File: config.mk
export PLATFORM = sky130hd
export DESIGN_NAME = mac_pe_simd
export DESIGN_NICKNAME = d
export VERILOG_FILES = /design/src/rtl/mac_pkg.sv /design/src/rtl/mac_dot_lanes.sv /design/src/rtl/mac_pe_simd.sv
export SDC_FILE = /design/constraint.sdc
export NUM_CORES = 1
export LEC_CHECK = 0
export ABC_AREA = 1
export CAP_MARGIN = 20
export CORE_AREA = 3 3 227 229
export DETAILED_ROUTE_END_ITERATION = 10
export DIE_AREA = 0 0 230 232
export GPL_ROUTABILITY_DRIVEN = 0
export PLACE_DENSITY = 0.72
export SKIP_CTS_REPAIR_TIMING = 1
export SLEW_MARGIN = 20
export SYNTH_ARGS = -nofsm -noshare
export SYNTH_HDL_FRONTEND = slang
export SYNTH_SLANG_ARGS = --single-unit
export TNS_END_PERCENT = 100
File: constraint.sdc
create_clock -name clk -period 8.3 [get_ports clk]
set_input_delay 1.66 -clock clk [delete_from_list [all_inputs] [get_ports clk]]
set_output_delay 1.66 -clock clk [all_outputs]
set_load 0.01 [all_outputs]
File: src/rtl/mac_pkg.sv
// Shared definitions for the SIMD multiply-accumulate processing element:
// default widths, the dot-product width rule and the overflow/saturation helper.
package mac_pkg;

   localparam int DATA_W_DEF = 8;
   localparam int ACC_W_DEF  = 32;
   localparam int LANES_DEF  = 4;

   // Widest exact sum the overflow helper handles. Accumulators must leave
   // two spare bits so an unsigned accumulator plus a signed dot sum never aliases.
   localparam int MAX_W = 128;

   // Width that holds a LANES-wide dot sum exactly in either signedness.
   function automatic int dotWidth(input int dataW, input int lanes);
      return 2 * dataW + $clog2(lanes) + 1;
   endfunction

   // Checks an exact sum against the accumulator range of the sample's mode.
   // Returns the clamped bound when saturating, otherwise the sum itself,
   // whose low accW bits are the wrapped result.
   function automatic logic [MAX_W-1:0] accSatOvf(
      input  logic signed [MAX_W-1:0] sum,
      input  int                      accW,
      input  logic                    isSigned,
      input  logic                    satEn,
      output logic                    ovf
   );
      logic signed [MAX_W-1:0] one;
      logic signed [MAX_W-1:0] hiBound;
      logic signed [MAX_W-1:0] loBound;
      logic [MAX_W-1:0]        res;
      one = {{(MAX_W-1){1'b0}}, 1'b1};
      if (isSigned) begin
         hiBound = (one <<< (accW - 1)) - one;
         loBound = -(one <<< (accW - 1));
      end else begin
         hiBound = (one <<< accW) - one;
         loBound = '0;
      end
      ovf = (sum > hiBound) || (sum < loBound);
      if (ovf && satEn) begin
         res = (sum > hiBound) ? hiBound : loBound;
      end else begin
         res = sum;
      end
      return res;
   endfunction

endpackage

File: src/rtl/mac_dot_lanes.sv
// Combinational LANES-wide dot product of activations and weights,
// treating operands as two's complement or unsigned on request.
module mac_dot_lanes import mac_pkg::*; #(
   parameter int DATA_W = DATA_W_DEF,
   parameter int LANES  = LANES_DEF,
   parameter int DOT_W  = dotWidth(DATA_W, LANES)
) (
   input  logic [LANES*DATA_W-1:0] data_i,
   input  logic [LANES*DATA_W-1:0] wt_i,
   input  logic                    modeSigned_i,
   output logic signed [DOT_W-1:0] dot_o
);

   // Extend every lane to the full dot width first; each product and the
   // running sum then fit exactly, so the low DOT_W bits are the true result.
   always_comb begin
      logic [DATA_W-1:0]       aLane;
      logic [DATA_W-1:0]       bLane;
      logic signed [DOT_W-1:0] aExt;
      logic signed [DOT_W-1:0] bExt;
      logic signed [DOT_W-1:0] sum;
      aLane = '0;
      bLane = '0;
      aExt  = '0;
      bExt  = '0;
      sum   = '0;
      for (int i = 0; i < LANES; i++) begin
         aLane = data_i[i*DATA_W +: DATA_W];
         bLane = wt_i[i*DATA_W +: DATA_W];
         aExt  = {{(DOT_W-DATA_W){modeSigned_i & aLane[DATA_W-1]}}, aLane};
         bExt  = {{(DOT_W-DATA_W){modeSigned_i & bLane[DATA_W-1]}}, bLane};
         sum   = sum + aExt * bExt;
      end
      dot_o = sum;
   end

endmodule

File: src/rtl/mac_pe_simd.sv
// Systolic SIMD multiply-accumulate processing element: a shifting weight
// chain, 1-cycle activation forwarding and a 2-stage dot/accumulate pipeline
// with per-sample signedness, saturation and a sticky overflow flag.
module mac_pe_simd import mac_pkg::*; #(
   parameter int DATA_W = DATA_W_DEF,
   parameter int ACC_W  = ACC_W_DEF,
   parameter int LANES  = LANES_DEF
) (
   input  logic                    clk,
   input  logic                    reset,
   input  logic                    mode_signed,
   input  logic                    sat_en,
   input  logic                    wt_load,
   input  logic [LANES*DATA_W-1:0] wt_path_in,
   output logic [LANES*DATA_W-1:0] wt_path_out,
   input  logic                    valid_in,
   input  logic [LANES*DATA_W-1:0] data_in,
   input  logic [ACC_W-1:0]        acc_in,
   output logic [LANES*DATA_W-1:0] data_out,
   output logic                    data_valid_out,
   output logic [ACC_W-1:0]        acc_out,
   output logic                    acc_valid_out,
   input  logic                    ovf_clr,
   output logic                    ovf_sticky
);

   localparam int DOT_W = dotWidth(DATA_W, LANES);
   localparam int VEC_W = LANES * DATA_W;

   if (LANES < 1) begin : gLanesCheck
      $error("mac_pe_simd: LANES must be at least 1");
   end
   if (ACC_W < DOT_W) begin : gAccWidthCheck
      $error("mac_pe_simd: ACC_W too narrow for the exact lane dot sum");
   end
   if (ACC_W > MAX_W - 2) begin : gAccMaxCheck
      $error("mac_pe_simd: ACC_W exceeds the overflow helper width");
   end

   logic [VEC_W-1:0]        wt_q;
   logic [VEC_W-1:0]        dataOut_q;
   logic                    dataValid_q;
   logic signed [DOT_W-1:0] dot_q;
   logic [ACC_W-1:0]        accIn_q;
   logic                    modeSigned_q;
   logic                    satEn_q;
   logic                    s1Valid_q;
   logic [ACC_W-1:0]        accOut_q;
   logic                    accValid_q;
   logic                    ovf_q;

   logic signed [DOT_W-1:0] dotNow;
   logic signed [MAX_W-1:0] sumWide;
   logic [ACC_W-1:0]        accOut_d;
   logic                    ovfNow;

   mac_dot_lanes #(
      .DATA_W (DATA_W),
      .LANES  (LANES),
      .DOT_W  (DOT_W)
   ) uDot (
      .data_i       (data_in),
      .wt_i         (wt_q),
      .modeSigned_i (mode_signed),
      .dot_o        (dotNow)
   );

   // Exact stage-2 sum in the captured sample's mode, then range check and clamp or wrap.
   always_comb begin
      ovfNow   = 1'b0;
      sumWide  = {{(MAX_W-ACC_W){modeSigned_q & accIn_q[ACC_W-1]}}, accIn_q}
               + {{(MAX_W-DOT_W){dot_q[DOT_W-1]}}, dot_q};
      accOut_d = ACC_W'(accSatOvf(sumWide, ACC_W, modeSigned_q, satEn_q, ovfNow));
   end

   // Weight chain: shifts only on wt_load, so a same-cycle sample sees the old weights.
   always_ff @(posedge clk or posedge reset) begin
      if (reset) begin
         wt_q <= '0;
      end else if (wt_load) begin
         wt_q <= wt_path_in;
      end
   end

   // Forward activations to the next PE one cycle later, holding during bubbles.
   always_ff @(posedge clk or posedge reset) begin
      if (reset) begin
         dataOut_q   <= '0;
         dataValid_q <= 1'b0;
      end else begin
         dataValid_q <= valid_in;
         if (valid_in) begin
            dataOut_q <= data_in;
         end
      end
   end

   // Stage 1 captures the dot sum together with the mode bits that travel with it.
   always_ff @(posedge clk or posedge reset) begin
      if (reset) begin
         s1Valid_q    <= 1'b0;
         dot_q        <= '0;
         accIn_q      <= '0;
         modeSigned_q <= 1'b0;
         satEn_q      <= 1'b0;
      end else begin
         s1Valid_q <= valid_in;
         if (valid_in) begin
            dot_q        <= dotNow;
            accIn_q      <= acc_in;
            modeSigned_q <= mode_signed;
            satEn_q      <= sat_en;
         end
      end
   end

   // Stage 2 publishes the accumulated partial sum; acc_out holds across bubbles.
   always_ff @(posedge clk or posedge reset) begin
      if (reset) begin
         accOut_q   <= '0;
         accValid_q <= 1'b0;
      end else begin
         accValid_q <= s1Valid_q;
         if (s1Valid_q) begin
            accOut_q <= accOut_d;
         end
      end
   end

   // Sticky overflow: a new overflow outranks a clear arriving on the same edge.
   always_ff @(posedge clk or posedge reset) begin
      if (reset) begin
         ovf_q <= 1'b0;
      end else if (s1Valid_q && ovfNow) begin
         ovf_q <= 1'b1;
      end else if (ovf_clr) begin
         ovf_q <= 1'b0;
      end
   end

   assign wt_path_out    = wt_q;
   assign data_out       = dataOut_q;
   assign data_valid_out = dataValid_q;
   assign acc_out        = accOut_q;
   assign acc_valid_out  = accValid_q;
   assign ovf_sticky     = ovf_q;

endmodule
==> reports/summary.json <==
{
  "antenna_found_initial": {"value": 1},
  "grt_start_max_net_pins": {"value": 105},
  "timing.critical_path.required": {"value": 8680, "unit": "ps"},
  "synth_seq_cells": {"value": 152},
  "final.period_utilization": {"value": 0.975},
  "final-hold-violation-count": {"value": 0},
  "r2r.worst_path.cells": {"value": 34},
  "worstMarginPinSlew": {"value": 974, "unit": "ps"},
  "r2r-start": {"value": "wt_path_out[24]$_DFFE_PP0P_"},
  "via_count_of_the_routed_design": {"value": 18567},
  "cell_type_contributing_the_most_total_cell_area_after_synthesis": {"value": "fa_1"},
  "synth-seq-area-share": {"value": 0.171},
  "grt_remaining_overflow": {"value": 0},
  "n_fill_cell": {"value": 4645},
  "status": {"value": "finished, final reports clean"},
  "type_of_the_setup_path_with_the_least_slack": {"value": "primary input to flip-flop"},
  "numPortBuffers": {"value": 201},
  "critPathTopFamily": {"value": "adder cells"},
  "syn2layout_area_growth": {"value": 23.5, "unit": "%"},
  "clock_tree.root_cell": {"value": "clkbuf_16"},
  "avgRoutedWirePerCell": {"value": 14.1, "unit": "um"},
  "coreArea": {"value": 49900, "unit": "um2"},
  "number_of_buffers_created_by_cts": {"value": 17},
  "nets": {"value": 3869},
  "drc": {"value": 0},
  "skew": {"value": 23.5, "unit": "ps"},
  "critical_path.endpoint": {"value": "dot_q[18]$_DFFE_PP0P_"},
  "syn-instance-count": {"value": 2875},
  "finalCriticalPeriod": {"value": 8090, "unit": "ps"},
  "grt_pass1_vias": {"value": 19368},
  "yosys_warnings": {"value": 0},
  "maxCapViolations": {"value": 0},
  "unrepaired_setup_endpoints_after_global_routing": {"value": "true"},
  "route.detailed.vias_per_inst": {"value": 4.73},
  "place.detailed.hpwl": {"value": 45800, "unit": "um"},
  "slew_viol_final": {"value": 0},
  "yosysTopAreaCellShare": {"value": 0.286},
  "cts_tree": {"value": "yes"},
  "die-height": {"value": 232, "unit": "um"},
  "multiInputGateArea": {"value": 15700, "unit": "um2"},
  "post_route_cells_drive_above_1_share": {"value": 0.128},
  "placed_cell_area": {"value": 26600, "unit": "um2"},
  "ctsHtreeMaxLevel": {"value": 4},
  "synth.area.top_cells": {"value": "fa_1, dfrtp_1, nand2_1"},
  "fmax": {"value": 124, "unit": "MHz"},
  "initial_core_util": {"value": 0.447},
  "path_max_fanout": {"value": 4},
  "top_level_ports": {"value": 202},
  "grt.total_usage": {"value": 0.221},
  "first_iter_violations": {"value": 965},
  "rr_endpoint": {"value": "dot_q[18]$_DFFE_PP0P_"},
  "critical_path_buf_inv_count": {"value": 8},
  "max_stage_delay": {"value": 570, "unit": "ps"},
  "path_common_cell": {"value": "fa_1"},
  "layout.area.seq": {"value": 3800, "unit": "um2"},
  "critical_path.slowest_cell": {"value": "fa_1"},
  "startpoint": {"value": "data_in[31]"},
  "cp-start-kind": {"value": "primary input"},
  "class_of_the_most_critical_hold_timing_path": {"value": "flip-flop to flip-flop"},
  "synth_nets": {"value": 3502},
  "syn-cell-area": {"value": 22300, "unit": "um2"},
  "wl": {"value": 55200, "unit": "um"},
  "ant_nets": {"value": 0},
  "design.die.area": {"value": 53400, "unit": "um2"},
  "synth.lib_cells_used.distinct": {"value": 41},
  "max-slew-margin-rel": {"value": 0.351},
  "final-setup-viol-count": {"value": 0},
  "diodes": {"value": 0},
  "edff_count_synth": {"value": 0},
  "stdcell_area": {"value": 27500, "unit": "um2"},
  "reg2reg_slack": {"value": 920, "unit": "ps"},
  "critical_path_cell_count": {"value": 35},
  "clk_pin_slew_worst_paths": {"value": 90, "unit": "ps"},
  "critPathCaptureType": {"value": "flip-flop"},
  "per_instance_average_area_after_synthesis": {"value": 7.75, "unit": "um2"},
  "grt_pass1_wl": {"value": 94800, "unit": "um"},
  "dieWidth": {"value": 230, "unit": "um"},
  "drt_first_pass_iters": {"value": 5},
  "clock-sinks": {"value": 152},
  "clockBufferDepth": {"value": 2},
  "synth_top_flop_cell": {"value": "dfrtp_1"},
  "site_row_count": {"value": 82},
  "source_to_sink_clock_delay_at_the_later_pin_of_the_worst_skew_pair": {"value": 510, "unit": "ps"},
  "critPathArrivalTime": {"value": 8470, "unit": "ps"},
  "async_reset_ff_frac": {"value": 1.00}
}
## metrics by stage
stage                     hold WS [ps]  setup slack [ps]  instances  setup TNS (ps)  utilization
final                              476               209       3927               0        0.552
after detailed placement           460              -878       3887           -4980        0.534
after global routing               486              -117       3927            -117        0.552
after global placement             454              -726       3887           -3800        0.534
after CTS                          477              -305       3919            -653        0.546
after floorplan                    433             -8.23       2875           -8.23            -
## worst min-delay path, stage by stage (launching register included)
cell	delay, ps
dfrtp_1	340
nand2_1	50
nand2_1	50
## kinds of logic after synthesis
logic type | after synthesis | synth area share
and+or+nand+nor | 1064 | 0.190
buffers and inverters | 812 | 0.139
adders and majority gates | 524 | 0.401
AOI/OAI and AO/OA | 226 | 0.0597
DFF | 152 | 0.171
xor gates and xnor gates | 92 | 0.0365
muxes | 5 | 0.00253
## cell type report
| type | instances | area share |
|---|---|---|
| clock inverters | 15 | 0.00641 |
| repair buffers | 449 | 0.142 |
| flip-flops and latches | 152 | 0.138 |
| multi-input cells | 1911 | 0.569 |
| inverters | 711 | 0.0975 |
| well taps | 672 | 0.0306 |
| clock buffers | 17 | 0.0155 |
## placed cells by master (no fill, tap or decap), types with 6 or more instances in the layout
master | synthesis | layout
clkdlybuf4s50_1 | 0 | 173
o21bai_1 | 10 | 10
inv_2 | 2 | 12
nor3_1 | 7 | 7
xor2_1 | 55 | 54
o21ai_0 | 81 | 66
ha_4 | 0 | 8
o21ai_1 | 0 | 9
o21ai_2 | 1 | 7
ha_1 | 206 | 198
nand2_2 | 16 | 20
a21oi_2 | 31 | 42
xnor2_1 | 36 | 34
nand2_1 | 821 | 814
a21oi_1 | 86 | 73
nand3_2 | 6 | 6
dfrtp_1 | 152 | 152
fa_1 | 318 | 314
buf_4 | 1 | 246
nor2_1 | 129 | 123
nand3_1 | 62 | 62
nand4_1 | 8 | 8
clkbuf_16 | 0 | 17
dlymetal6s2s_1 | 0 | 22
inv_1 | 708 | 696
## sequential cells by signal, summed over array words and instances, names as in the netlist, 19 cells and up
name / count
dot_q: 19
accIn_q: 32
data_out: 32
wt_path_out: 32
acc_out: 32
## routing by layer
metal  part of all wire  GRT usage
met5            0.00031          0
met4              0.017     0.0534
met3              0.054     0.0410
met2               0.48      0.375
met1               0.44      0.293
## how the worst min path moves through the flow
stage	startpoint	to	slack [ps]	depth (start not counted)
2_1_floorplan	s1Valid_q$_DFF_PP0_	acc_valid_out$_DFF_PP0_	430	0
3_3_place_gp	data_out[23]$_DFFE_PP0P_	data_out[23]$_DFFE_PP0P_	450	2
3_5_place_dp	data_out[4]$_DFFE_PP0P_	data_out[4]$_DFFE_PP0P_	460	2
4_1_cts	data_out[11]$_DFFE_PP0P_	data_out[11]$_DFFE_PP0P_	480	2
5_1_grt	data_out[11]$_DFFE_PP0P_	data_out[11]$_DFFE_PP0P_	490	2
6_report	data_out[11]$_DFFE_PP0P_	data_out[11]$_DFFE_PP0P_	480	2
## synthesized netlist by cell type (6+ instances only)
cell type and n:
nand2_1 821, inv_1 708, fa_1 318, ha_1 206, dfrtp_1 152, nor2_1 129, clkbuf_1 94, a21oi_1 86
o21ai_0 81, nand3_1 62, xor2_1 55, xnor2_1 36, a21oi_2 31, nand2_2 16, o21bai_1 10, nand4_1 8
nor3_1 7, nand3_2 6
Power is not shown: default switching activity piles up to over one toggle a cycle in this logic, so the estimate is an artifact.
